<file path="config.mk">
export PLATFORM = sky130hd
export DESIGN_NAME = proc_run_ctrl_flat
export DESIGN_NICKNAME = d
export VERILOG_FILES = /design/src/rtl/proc_run_ctrl_if.sv /design/src/rtl/proc_run_ctrl.sv /design/src/flat_wrapper.sv
export SDC_FILE = /design/constraint.sdc
export NUM_CORES = 1
export LEC_CHECK = 0
export CORE_AREA = 2 2 112 114
export DETAILED_ROUTE_END_ITERATION = 7
export DIE_AREA = 0 0 114 116
export GPL_TIMING_DRIVEN = 0
export PLACE_DENSITY = 0.77
export SYNTH_ARGS = -nofsm -noshare
export SYNTH_HDL_FRONTEND = slang
export SYNTH_HIERARCHICAL = 1
export SYNTH_SLANG_ARGS = --single-unit
</file>
<file path="constraint.sdc">
create_clock -name clock -period 5.65 [get_ports clock]
set_input_delay 1.13 -clock clock [delete_from_list [all_inputs] [get_ports clock]]
set_output_delay 1.13 -clock clock [all_outputs]
set_load 0.05 [all_outputs]
</file>
<file path="src/rtl/proc_run_ctrl_if.sv">
// proc_run_ctrl_if
//   Bundles the host-side controls and the core-side word buses of the run
//   controller. The controller connects through the slave modport and the host
//   or bench connects through the master modport.
//   Host to controller : start, inp_cfg, exp_words, exp_mask
//   Core to controller : core_out
//   Controller outputs : core_reset, core_inp, busy, done, pass, timeout,
//                        cycle_count, match_ch
//   Optional outputs   : chg_stamp, chg_seen (present only when
//                        PROC_RUN_CHG_STAMP_EN is defined)
interface proc_run_ctrl_if #(
    parameter int DATA_W = 32,
    parameter int N_CH   = 2,
    parameter int CNT_W  = 16
);
    logic                     start;
    logic [N_CH*DATA_W-1:0]   inp_cfg;
    logic [N_CH*DATA_W-1:0]   exp_words;
    logic [N_CH-1:0]          exp_mask;
    logic [N_CH*DATA_W-1:0]   core_out;
    logic                     core_reset;
    logic [N_CH*DATA_W-1:0]   core_inp;
    logic                     busy;
    logic                     done;
    logic                     pass;
    logic                     timeout;
    logic [CNT_W-1:0]         cycle_count;
    logic [N_CH-1:0]          match_ch;
`ifdef PROC_RUN_CHG_STAMP_EN
    logic [N_CH*CNT_W-1:0]    chg_stamp;
    logic [N_CH-1:0]          chg_seen;
`endif

    modport slave (
        input  start, inp_cfg, exp_words, exp_mask, core_out,
        output core_reset, core_inp, busy, done, pass, timeout, cycle_count, match_ch
`ifdef PROC_RUN_CHG_STAMP_EN
        , output chg_stamp, chg_seen
`endif
    );

    modport master (
        output start, inp_cfg, exp_words, exp_mask, core_out,
        input  core_reset, core_inp, busy, done, pass, timeout, cycle_count, match_ch
`ifdef PROC_RUN_CHG_STAMP_EN
        , input chg_stamp, chg_seen
`endif
    );
endinterface

</file>
<file path="src/rtl/proc_run_ctrl.sv">
// proc_run_ctrl
//   Run controller for the RISCV32I core. On start it latches the input words,
//   holds the core in reset for RESET_CYCLES cycles, then lets it run while
//   counting cycles and comparing the core output words against an expected
//   signature. It finishes with pass after STABLE_N consecutive matching cycles
//   or with timeout after MAX_CYCLES run cycles.
//   Ports: clock, reset (async, active-high), bus (proc_run_ctrl_if.slave).
//   Optional feature macro: PROC_RUN_CHG_STAMP_EN adds chg_stamp/chg_seen, which
//   record the run cycle at which each output word first changed.

// Per-channel compare; a masked-off channel always reports a match.
module proc_run_ctrl_lane #(
    parameter int DATA_W = 32
) (
    input  logic [DATA_W-1:0] coreWord,
    input  logic [DATA_W-1:0] expWord,
    input  logic              maskBit,
    output logic              match
);
    assign match = (coreWord == expWord) | ~maskBit;
endmodule

module proc_run_ctrl #(
    parameter int DATA_W       = 32,
    parameter int N_CH         = 2,
    parameter int MAX_CYCLES   = 32,
    parameter int RESET_CYCLES = 2,
    parameter int STABLE_N     = 1,
    parameter int CNT_W        = 16
) (
    input logic           clock,
    input logic           reset,
    proc_run_ctrl_if.slave bus
);
    localparam int RST_W = (RESET_CYCLES < 2) ? 1 : $clog2(RESET_CYCLES);
    localparam int STB_W = $clog2(STABLE_N + 1);

    typedef enum logic [1:0] {IDLE, RST, RUN, DONE} state_t;

    state_t                        state;
    logic [RST_W-1:0]              rstCnt;
    logic [STB_W-1:0]              stable;
    logic [CNT_W-1:0]              cycleCnt;
    logic                          coreResetQ, busyQ, doneQ, passQ, timeoutQ;
    logic [N_CH*DATA_W-1:0]        coreInpQ;
    logic [N_CH-1:0][DATA_W-1:0]   coreWord, expWord;
    logic [N_CH-1:0]               matchCh;
    logic                          allMatch, startAcc;

    assign coreWord = bus.core_out;
    assign expWord  = bus.exp_words;

    for (genvar i = 0; i < N_CH; i++) begin : gLane
        proc_run_ctrl_lane #(.DATA_W(DATA_W)) uLane (
            .coreWord (coreWord[i]),
            .expWord  (expWord[i]),
            .maskBit  (bus.exp_mask[i]),
            .match    (matchCh[i])
        );
    end

    assign allMatch = &matchCh;
    assign startAcc = bus.start && (state == IDLE || state == DONE);

    always_ff @(posedge clock or posedge reset) begin
        if (reset) begin
            state      <= IDLE;
            rstCnt     <= '0;
            stable     <= '0;
            cycleCnt   <= '0;
            coreResetQ <= 1'b1;
            coreInpQ   <= '0;
            busyQ      <= 1'b0;
            doneQ      <= 1'b0;
            passQ      <= 1'b0;
            timeoutQ   <= 1'b0;
        end else begin
            case (state)
                IDLE, DONE: begin
                    if (startAcc) begin
                        state      <= RST;
                        coreInpQ   <= bus.inp_cfg;
                        coreResetQ <= 1'b1;
                        busyQ      <= 1'b1;
                        doneQ      <= 1'b0;
                        passQ      <= 1'b0;
                        timeoutQ   <= 1'b0;
                        cycleCnt   <= '0;
                        rstCnt     <= '0;
                    end
                end
                RST: begin
                    if (rstCnt == RST_W'(RESET_CYCLES - 1)) begin
                        state      <= RUN;
                        coreResetQ <= 1'b0;
                        cycleCnt   <= '0;
                        stable     <= '0;
                    end else begin
                        rstCnt <= rstCnt + 1'b1;
                    end
                end
                RUN: begin
                    // The count advances on the exit edge too, so on DONE it
                    // equals the number of RUN cycles spent.
                    cycleCnt <= cycleCnt + 1'b1;
                    stable   <= allMatch ? stable + 1'b1 : '0;
                    // Pass is checked first so it wins over a coincident timeout.
                    if (allMatch && stable == STB_W'(STABLE_N - 1)) begin
                        state      <= DONE;
                        passQ      <= 1'b1;
                        doneQ      <= 1'b1;
                        busyQ      <= 1'b0;
                        coreResetQ <= 1'b1;
                    end else if (cycleCnt == CNT_W'(MAX_CYCLES - 1)) begin
                        state      <= DONE;
                        timeoutQ   <= 1'b1;
                        doneQ      <= 1'b1;
                        busyQ      <= 1'b0;
                        coreResetQ <= 1'b1;
                    end
                end
                default: state <= IDLE;
            endcase
        end
    end

    assign bus.core_reset  = coreResetQ;
    assign bus.core_inp    = coreInpQ;
    assign bus.busy        = busyQ;
    assign bus.done        = doneQ;
    assign bus.pass        = passQ;
    assign bus.timeout     = timeoutQ;
    assign bus.cycle_count = cycleCnt;
    assign bus.match_ch    = matchCh;

`ifdef PROC_RUN_CHG_STAMP_EN
    // firstRun stays set through RST so the reference words are taken on the
    // first RUN cycle; later RUN cycles compare against that reference.
    logic                          firstRun;
    logic [N_CH-1:0][DATA_W-1:0]   refWord;
    logic [N_CH-1:0][CNT_W-1:0]    stampQ;
    logic [N_CH-1:0]               seenQ;

    always_ff @(posedge clock or posedge reset) begin
        if (reset) begin
            firstRun <= 1'b0;
            refWord  <= '0;
            stampQ   <= '0;
            seenQ    <= '0;
        end else if (startAcc) begin
            firstRun <= 1'b1;
            stampQ   <= '0;
            seenQ    <= '0;
        end else if (state == RUN) begin
            firstRun <= 1'b0;
            for (int i = 0; i < N_CH; i++) begin
                if (firstRun) begin
                    refWord[i] <= coreWord[i];
                end else if (!seenQ[i] && coreWord[i] != refWord[i]) begin
                    stampQ[i] <= cycleCnt;
                    seenQ[i]  <= 1'b1;
                end
            end
        end
    end

    assign bus.chg_stamp = stampQ;
    assign bus.chg_seen  = seenQ;
`endif
endmodule

</file>
<file path="src/flat_wrapper.sv">
// flat-port wrapper written by rule: the top's interface ports become plain ports
module proc_run_ctrl_flat 
#(
    parameter int DATA_W       = 32,
    parameter int N_CH         = 2,
    parameter int MAX_CYCLES   = 32,
    parameter int RESET_CYCLES = 2,
    parameter int STABLE_N     = 1,
    parameter int CNT_W        = 16
)
  (clock, reset, bus_start, bus_inp_cfg, bus_exp_words, bus_exp_mask, bus_core_out, bus_core_reset, bus_core_inp, bus_busy, bus_done, bus_pass, bus_timeout, bus_cycle_count, bus_match_ch);
  proc_run_ctrl_if #(.DATA_W(DATA_W), .N_CH(N_CH), .CNT_W(CNT_W)) bus_i ();
  input logic clock;
  input logic reset;
  input wire logic [$bits(bus_i.start)-1:0] bus_start;
  input wire logic [$bits(bus_i.inp_cfg)-1:0] bus_inp_cfg;
  input wire logic [$bits(bus_i.exp_words)-1:0] bus_exp_words;
  input wire logic [$bits(bus_i.exp_mask)-1:0] bus_exp_mask;
  input wire logic [$bits(bus_i.core_out)-1:0] bus_core_out;
  output wire logic [$bits(bus_i.core_reset)-1:0] bus_core_reset;
  output wire logic [$bits(bus_i.core_inp)-1:0] bus_core_inp;
  output wire logic [$bits(bus_i.busy)-1:0] bus_busy;
  output wire logic [$bits(bus_i.done)-1:0] bus_done;
  output wire logic [$bits(bus_i.pass)-1:0] bus_pass;
  output wire logic [$bits(bus_i.timeout)-1:0] bus_timeout;
  output wire logic [$bits(bus_i.cycle_count)-1:0] bus_cycle_count;
  output wire logic [$bits(bus_i.match_ch)-1:0] bus_match_ch;
  assign bus_i.start = bus_start;
  assign bus_i.inp_cfg = bus_inp_cfg;
  assign bus_i.exp_words = bus_exp_words;
  assign bus_i.exp_mask = bus_exp_mask;
  assign bus_i.core_out = bus_core_out;
  assign bus_core_reset = bus_i.core_reset;
  assign bus_core_inp = bus_i.core_inp;
  assign bus_busy = bus_i.busy;
  assign bus_done = bus_i.done;
  assign bus_pass = bus_i.pass;
  assign bus_timeout = bus_i.timeout;
  assign bus_cycle_count = bus_i.cycle_count;
  assign bus_match_ch = bus_i.match_ch;
  proc_run_ctrl #(.DATA_W(DATA_W), .N_CH(N_CH), .MAX_CYCLES(MAX_CYCLES), .RESET_CYCLES(RESET_CYCLES), .STABLE_N(STABLE_N), .CNT_W(CNT_W)) u_core (.clock(clock), .reset(reset), .bus(bus_i));
endmodule
</file>
==> run_results.csv, run 1 <==
group,metric,value,unit
cts,cts_tree,"built",
layout,diodes,0,
placement,pre_cts_slack,1.12,ns
synth,yosysSeqAreaShare,0.505,
sta,setup_violations,0,
power_and_ir_drop,p_int,0.00217,W
sta,finalHoldViolations,0,
drt,first_iter_violations,152,
setup_path,arrival,3.43,ns
global_route,track_usage,0.213,
run,cap_violations,0,
layout,mostFrequentLayoutCell,"clkdlybuf4s50_1",
synth,synthCells,367,
global_route,grt_overflow_total,0,
cts,post_cts_resized,0,
cts,cts_buffers,9,
layout,final_cell_mix,"283 x clkdlybuf4s50_1, 88 x dfrtp_1, 64 x mux2_2, 64 x xor2_1, 18 x nor4_1",
power_and_ir_drop,p_per_area,510,nW/um2
drt,final_antenna_net_count,0,
power_and_ir_drop,power_leakage,3.15,nW
cts,clk_pin_slew,0.06,ns
placement,gp_congestion,0.892,
cts,post-cts-setup-buffers,0,
layout,drive_gt1_frac,0.128,
die,num_io_pins,284,
drt,drt-total-wl,14.1,mm
global_route,grt_pass1_vias,4397,
die,dieArea,13200,um2
power_and_ir_drop,switching_share,0.452,
run_status,status,"finished clean",
placement,placed_cell_area,7460,um2
sta,drv_slew,0,
setup_path,startpoint_type,"input port",
setup_path,worstSetupPathType,"input port to output port",
cts,clock-sinks,89,
layout,fin_area,7750,um2
power_and_ir_drop,p_total,0.00395,W
sta,fin_setup_tns,0,ns
die,fp.coreArea,11900,um2
synth,syn_area,4410,um2
die,num_rows,40,
drt,drtPass1Iterations,5,
synth,async_reset_ff_frac,1.00,
power_and_ir_drop,pwr-share-comb,0.586,
cts,root_buffer,"clkbuf_16",
sta,fin_crit,4.56,ns
synth,yosysWarnings,6,
placement,io_buffers,283,
drt,drc,0,
sta,rsz0062_at_grt,"no",
cts,cts_buffer_depth,2,
cts,clock_latency,0.33,ns
layout,nNetsFinal,863,
global_route,antenna_found_initial,0,
layout,area_growth,75.5,%
power_and_ir_drop,pwr-share-clk,0.148,
synth,syn_nets,568,
global_route,grt_max_degree,67,
synth,synthDistinctLibCells,36,
sta,postLayoutSetupSlackWorst,1.09,ns
global_route,grt_pass1_wl,21.8,mm
sta,period_share,0.808,
setup_path,worst_setup_path_end_kind,"output port",
drt,routedWlPerCell,17.3,um
sta,fmax,219,MHz
placement,place_hpwl,11.5,mm
die,start_util,0.371,
power_and_ir_drop,vdd_drop_max,382,uV
die,die_w,114,um
drt,via_per_inst,4.95,
cts,cts_hold_buf,0,
min_path,hold_class,"flop to flop",
power_and_ir_drop,p_switching,0.00178,W
sta,worst_pin_slew,0.609,ns
die,die_height,116,um
layout,fin_cells,812,
synth,synth-edff-count,0,
synth,ys_ff_latch,89,
sta,fin_skew,0.00360,ns
setup_path,required,4.52,ns
cts,cts.htree.levels,3,
setup_path,crit_path_max_fanout,3,
drt,vias,4023,
synth,synth_top_flop_cell,"dfrtp_1",
synth,syn_area_per_cell,12.0,um2
sta,relSlewSlack,0.594,
power_and_ir_drop,p_seq_frac,0.267,
placement,dp.cells,798,
## sequential cells by signal (all words and copies together) (netlist names)
register / count
u_core/bus.done: 1
u_core/stable: 1
u_core/bus.core_reset: 1
u_core/rstCnt: 1
u_core/bus.cycle_count: 16
u_core/bus.busy: 1
u_core/bus.timeout: 1
u_core/bus.core_inp: 64
u_core/bus.pass: 1
u_core/state: 2
## synth_stat cells, types with 5 or more instances
library cell	n	area (um2)
nand4_1	10	62.6
nand3_1	8	40.0
clkbuf_1	9	33.8
o21ai_0	13	65.1
inv_1	8	30.0
or4_1	6	45.0
xor2_1	64	561
nor4_1	18	113
nor2_1	6	22.5
or3_1	5	31.3
mux2i_1	8	80.1
mux2_2	64	721
a21oi_1	12	60.1
nand2_1	13	48.8
dfrtp_1	88	2200
## critical path, cell delays in order
cell             delay, ns
clkdlybuf4s50_1       0.45
xor2_1                0.16
nor4_1                0.35
nand4_1               0.17
o21ai_1               0.28
clkdlybuf4s50_1       0.89
## layout make-up
type	instances	area, um2
Buffer	12	55.1
Clock buffer	11	243
Clock inverter	3	42.5
Fill cell	967	4170
Inverter	8	32.5
Multi-Input combinational cell	258	2100
Sequential cell	89	2230
Tap cell	147	184
Timing Repair Buffer	284	2860
## path summary, 6_finish.rpt
| check | startpoint | end | slack (ns) | depth (start not counted) |
|---|---|---|---|---|
| worst max register to register | u_core/state[0]$_DFFE_PP0P_ | u_core/bus.core_inp[0]$_DFFE_PP0P_ | 3.17 | 6 |
| worst max-delay path | bus_core_out[18] | bus_match_ch[0] | 1.09 | 6 |
| worst min-delay path | u_core/bus.core_reset$_DFFE_PP1P_ | u_core/bus.core_reset$_DFFE_PP1P_ | 0.47 | 2 |
| worst min register to register | u_core/bus.core_reset$_DFFE_PP1P_ | u_core/bus.core_reset$_DFFE_PP1P_ | 0.47 | 2 |
| max in group asynchronous | reset | u_core/bus.core_reset$_DFFE_PP1P_ | 3.88 | 3 |
| min in group asynchronous | reset | u_core/bus.core_inp[22]$_DFFE_PP0P_ | 1.11 | 2 |
## per-layer routing
layer / vias up / GRT usage / part of all wire
li1: 1902 / - / -
met1: 1917 / 0.230 / 0.36
met2: 182 / 0.382 / 0.53
met3: 22 / 0.0889 / 0.10
met4: 0 / 0.0618 / 0.015
met5: - / 0 / 0
## power by group through the flow
stage	clock, W	combinational, W	sequential (W)
5_1_grt	0.000626	0.00243	0.00108
3_3_place_gp	0	0.00228	0.00104
6_report	0.000583	0.00231	0.00105
2_1_floorplan	0	0.000607	0.00192
3_5_place_dp	0	0.00232	0.00106
4_1_cts	0.000600	0.00233	0.00105
## through the flow
stage               utilization  hold slack, ns
floorplan                     -           0.479
global placement          0.624           0.461
detailed placement        0.626           0.473
CTS                       0.650           0.480
global route              0.650           0.513
finish                    0.650           0.474
## cell families after synthesis
logic type / Yosys count / share of synthesized area
xor gates and xnor gates: 64 / 0.127
buffers and inverters: 20 / 0.0193
DFF: 89 / 0.505
and+or+nand+nor: 78 / 0.101
AOI/OAI and AO/OA: 40 / 0.0550
muxes: 72 / 0.181
adders and majority gates: 4 / 0.0113
Note: power is estimated with default switching activity, not from simulation.
==> inputs of run 2 (changes only) <==
--- a/config.mk
+++ b/config.mk
@@ -5,11 +5,11 @@
 export SDC_FILE = /design/constraint.sdc
 export NUM_CORES = 1
 export LEC_CHECK = 0
-export CORE_AREA = 2 2 112 114
+export CORE_ASPECT_RATIO = 1.25
+export CORE_UTILIZATION = 33
 export DETAILED_ROUTE_END_ITERATION = 7
-export DIE_AREA = 0 0 114 116
 export GPL_TIMING_DRIVEN = 0
-export PLACE_DENSITY = 0.77
+export PLACE_DENSITY = 0.73
 export SYNTH_ARGS = -nofsm -noshare
 export SYNTH_HDL_FRONTEND = slang
 export SYNTH_HIERARCHICAL = 1
==> constraint.sdc (replaced) <==
create_clock -name clock -period 3.7 [get_ports clock]
set_input_delay 0.74 -clock clock [delete_from_list [all_inputs] [get_ports clock]]
set_output_delay 0.74 -clock clock [all_outputs]
set_load 0.05 [all_outputs]
==> run 2 against run 1 <==
  * Clock-buffer cell count decreased by 1
  * Sequential share of layout area decreased by 0.21 points
  * Largest power group unchanged
  * Critical path depth unchanged
  * Highest routed layer unchanged
  * Clock skew increased by 0.0030 ns
==> run_results.csv, run 2 (synthesized netlist as in run 1, its figures left out) <==
group,metric,value,unit
cts,cts_tree,"built",
run_status,status,"finished clean",
sta,fin_skew,0.00662,ns
layout,drive_gt1_frac,0.130,
drt,routedWlPerCell,16.5,um
sta,finalHoldViolations,0,
layout,area_growth,76.8,%
sta,period_share,0.967,
die,die_w,105,um
power_and_ir_drop,power_leakage,3.17,nW
layout,final_cell_mix,"281 x clkdlybuf4s50_1, 88 x dfrtp_1, 64 x mux2_2, 64 x xor2_1, 18 x nor4_1",
drt,drtPass1Iterations,4,
global_route,grt_max_degree,46,
die,num_rows,46,
cts,clk_pin_slew,0.06,ns
sta,postLayoutSetupSlackWorst,0.122,ns
setup_path,crit_path_max_fanout,3,
die,dieArea,13800,um2
power_and_ir_drop,p_switching,0.00272,W
min_path,hold_class,"flop to flop",
cts,root_buffer,"clkbuf_16",
die,start_util,0.342,
setup_path,worstSetupPathType,"input port to output port",
layout,largest_register_ffs,64,
global_route,grt_overflow_total,0,
cts,cts_buffer_depth,2,
drt,vias,4074,
placement,io_buffers,283,
setup_path,arrival,2.84,ns
power_and_ir_drop,switching_share,0.447,
sta,fin_setup_tns,0,ns
drt,drt-total-wl,13.8,mm
setup_path,cp-startpoint,"bus_exp_words[14]",
drt,via_per_inst,4.88,
placement,place_hpwl,11.2,mm
power_and_ir_drop,p_total,0.00608,W
drt,first_iter_violations,76,
setup_path,startpoint_type,"input port",
die,die_height,131,um
power_and_ir_drop,p_seq_frac,0.264,
global_route,grt_pass1_vias,4338,
cts,clock-sinks,89,
sta,fin_crit,3.58,ns
sta,drv_slew,0,
setup_path,worst_setup_path_end_kind,"output port",
setup_path,reg2reg_slack,1.24,ns
die,num_io_pins,284,
sta,rsz0062_at_grt,"no",
cts,cts.htree.levels,3,
sta,fmax,279,MHz
power_and_ir_drop,p_int,0.00337,W
setup_path,r2r-end,"u_core/bus.core_inp[62]$_DFFE_PP0P_",
sta,relSlewSlack,0.603,
layout,diodes,0,
power_and_ir_drop,vdd_drop_max,602,uV
setup_path,required,2.96,ns
drt,final_antenna_net_count,0,
sta,hold_slack,0.467,ns
cts,clock_latency,0.34,ns
sta,worst_pin_slew,0.595,ns
global_route,track_usage,0.201,
layout,nNetsFinal,863,
placement,gp_congestion,0.861,
cts,cts_buffers,9,
run,cap_violations,0,
sta,setup_violations,0,
setup_path,r2r_start,"u_core/state[0]$_DFFE_PP0P_",
global_route,grt_pass1_wl,21.7,mm
power_and_ir_drop,pwr-share-comb,0.575,
setup_path,crit_path_end,"bus_match_ch[0]",
power_and_ir_drop,p_per_area,780,nW/um2
setup_path,rr_worst_depth,6,
power_and_ir_drop,pwr-share-clk,0.160,
global_route,antenna_found_initial,0,
layout,mostFrequentLayoutCell,"clkdlybuf4s50_1",
drt,drc,0,
die,fp.coreArea,12900,um2
cts,cts_hold_buf,0,
placement,pre_cts_slack,-0.127,ns
run 2: cell count changes in the layout (fill, tap and decap cells not counted), sizes merged:
cell,delta
clkdlybuf4s50,-2
dlygate4sd2,+2
bufinv,+1
clkbuf,-1
clkinv,+1
inv,+1
run 2: what timing repair did:
item | 4_1_cts | 5_1_grt
resized for setup | 2 | 0
buffers inserted | 0 | 0
endpoints found under the setup margin | 2 | 0
run 2: final cells by class:
class                           count  area, um2
Buffer                             12       55.1
Tap cell                          168        210
Timing Repair Buffer              284       2860
Clock inverter                      6       90.1
Multi-Input combinational cell    258       2100
Clock buffer                       10        229
Sequential cell                    89       2230
Fill cell                        1107       5090
Inverter                            8       32.5
run 2: critical path: stages:
cell	delay, ns
clkdlybuf4s50_1	0.47
xor2_1	0.18
nor4_1	0.44
nand4_1	0.16
o21ai_1	0.27
dlygate4sd2_1	0.57
run 2: per-layer routing:
metal | track usage | up-vias | part of all wire | wire length [um]
met1 | 0.208 | 1949 | 0.35 | 4820
met3 | 0.0650 | 41 | 0.083 | 1140
li1 | - | 1908 | - | -
met2 | 0.360 | 176 | 0.53 | 7310
met4 | 0.100 | 0 | 0.037 | 513
met5 | 0 | - | 0 | 0
run 2: worst min path at each step:
| stage | from | to | cells after the start |
|---|---|---|---|
| floorplan | u_core/stable$_DFFE_PP0P_ | u_core/stable$_DFFE_PP0P_ | 1 |
| global placement | u_core/bus.core_reset$_DFFE_PP1P_ | u_core/bus.core_reset$_DFFE_PP1P_ | 2 |
| detailed placement | u_core/bus.core_reset$_DFFE_PP1P_ | u_core/bus.core_reset$_DFFE_PP1P_ | 2 |
| CTS | u_core/bus.core_reset$_DFFE_PP1P_ | u_core/bus.core_reset$_DFFE_PP1P_ | 2 |
| global route | u_core/bus.core_reset$_DFFE_PP1P_ | u_core/bus.core_reset$_DFFE_PP1P_ | 2 |
| finish | u_core/bus.core_reset$_DFFE_PP1P_ | u_core/bus.core_reset$_DFFE_PP1P_ | 2 |
run 2: power groups by stage:
stage / logic, W / registers (W) / clock network, W
2_1_floorplan: 0.000928 / 0.00294 / 0
3_3_place_gp: 0.00348 / 0.00160 / 0
3_5_place_dp: 0.00352 / 0.00162 / 0
4_1_cts: 0.00353 / 0.00161 / 0.00100
5_1_grt: 0.00366 / 0.00166 / 0.00104
6_report: 0.00350 / 0.00161 / 0.000976
run 2: stage by stage:
| step | std cells | utilization | instance area, um2 |
|---|---|---|---|
| after floorplan | 367 | - | 4410 |
| after CTS | 835 | 0.605 | 7800 |
| after detailed placement | 819 | 0.581 | 7490 |
| after global routing | 835 | 0.605 | 7800 |
| final | 835 | 0.605 | 7800 |
| after global placement | 818 | 0.578 | 7460 |
==> inputs of run 3 (changes only) <==
--- a/config.mk
+++ b/config.mk
@@ -5,6 +5,7 @@
 export SDC_FILE = /design/constraint.sdc
 export NUM_CORES = 1
 export LEC_CHECK = 0
+export CAP_MARGIN = 20
 export CORE_ASPECT_RATIO = 1.25
 export CORE_UTILIZATION = 33
 export DETAILED_ROUTE_END_ITERATION = 7
==> results of run 3 <==
Final layout, timing and power as in run 2 (identical DEF).
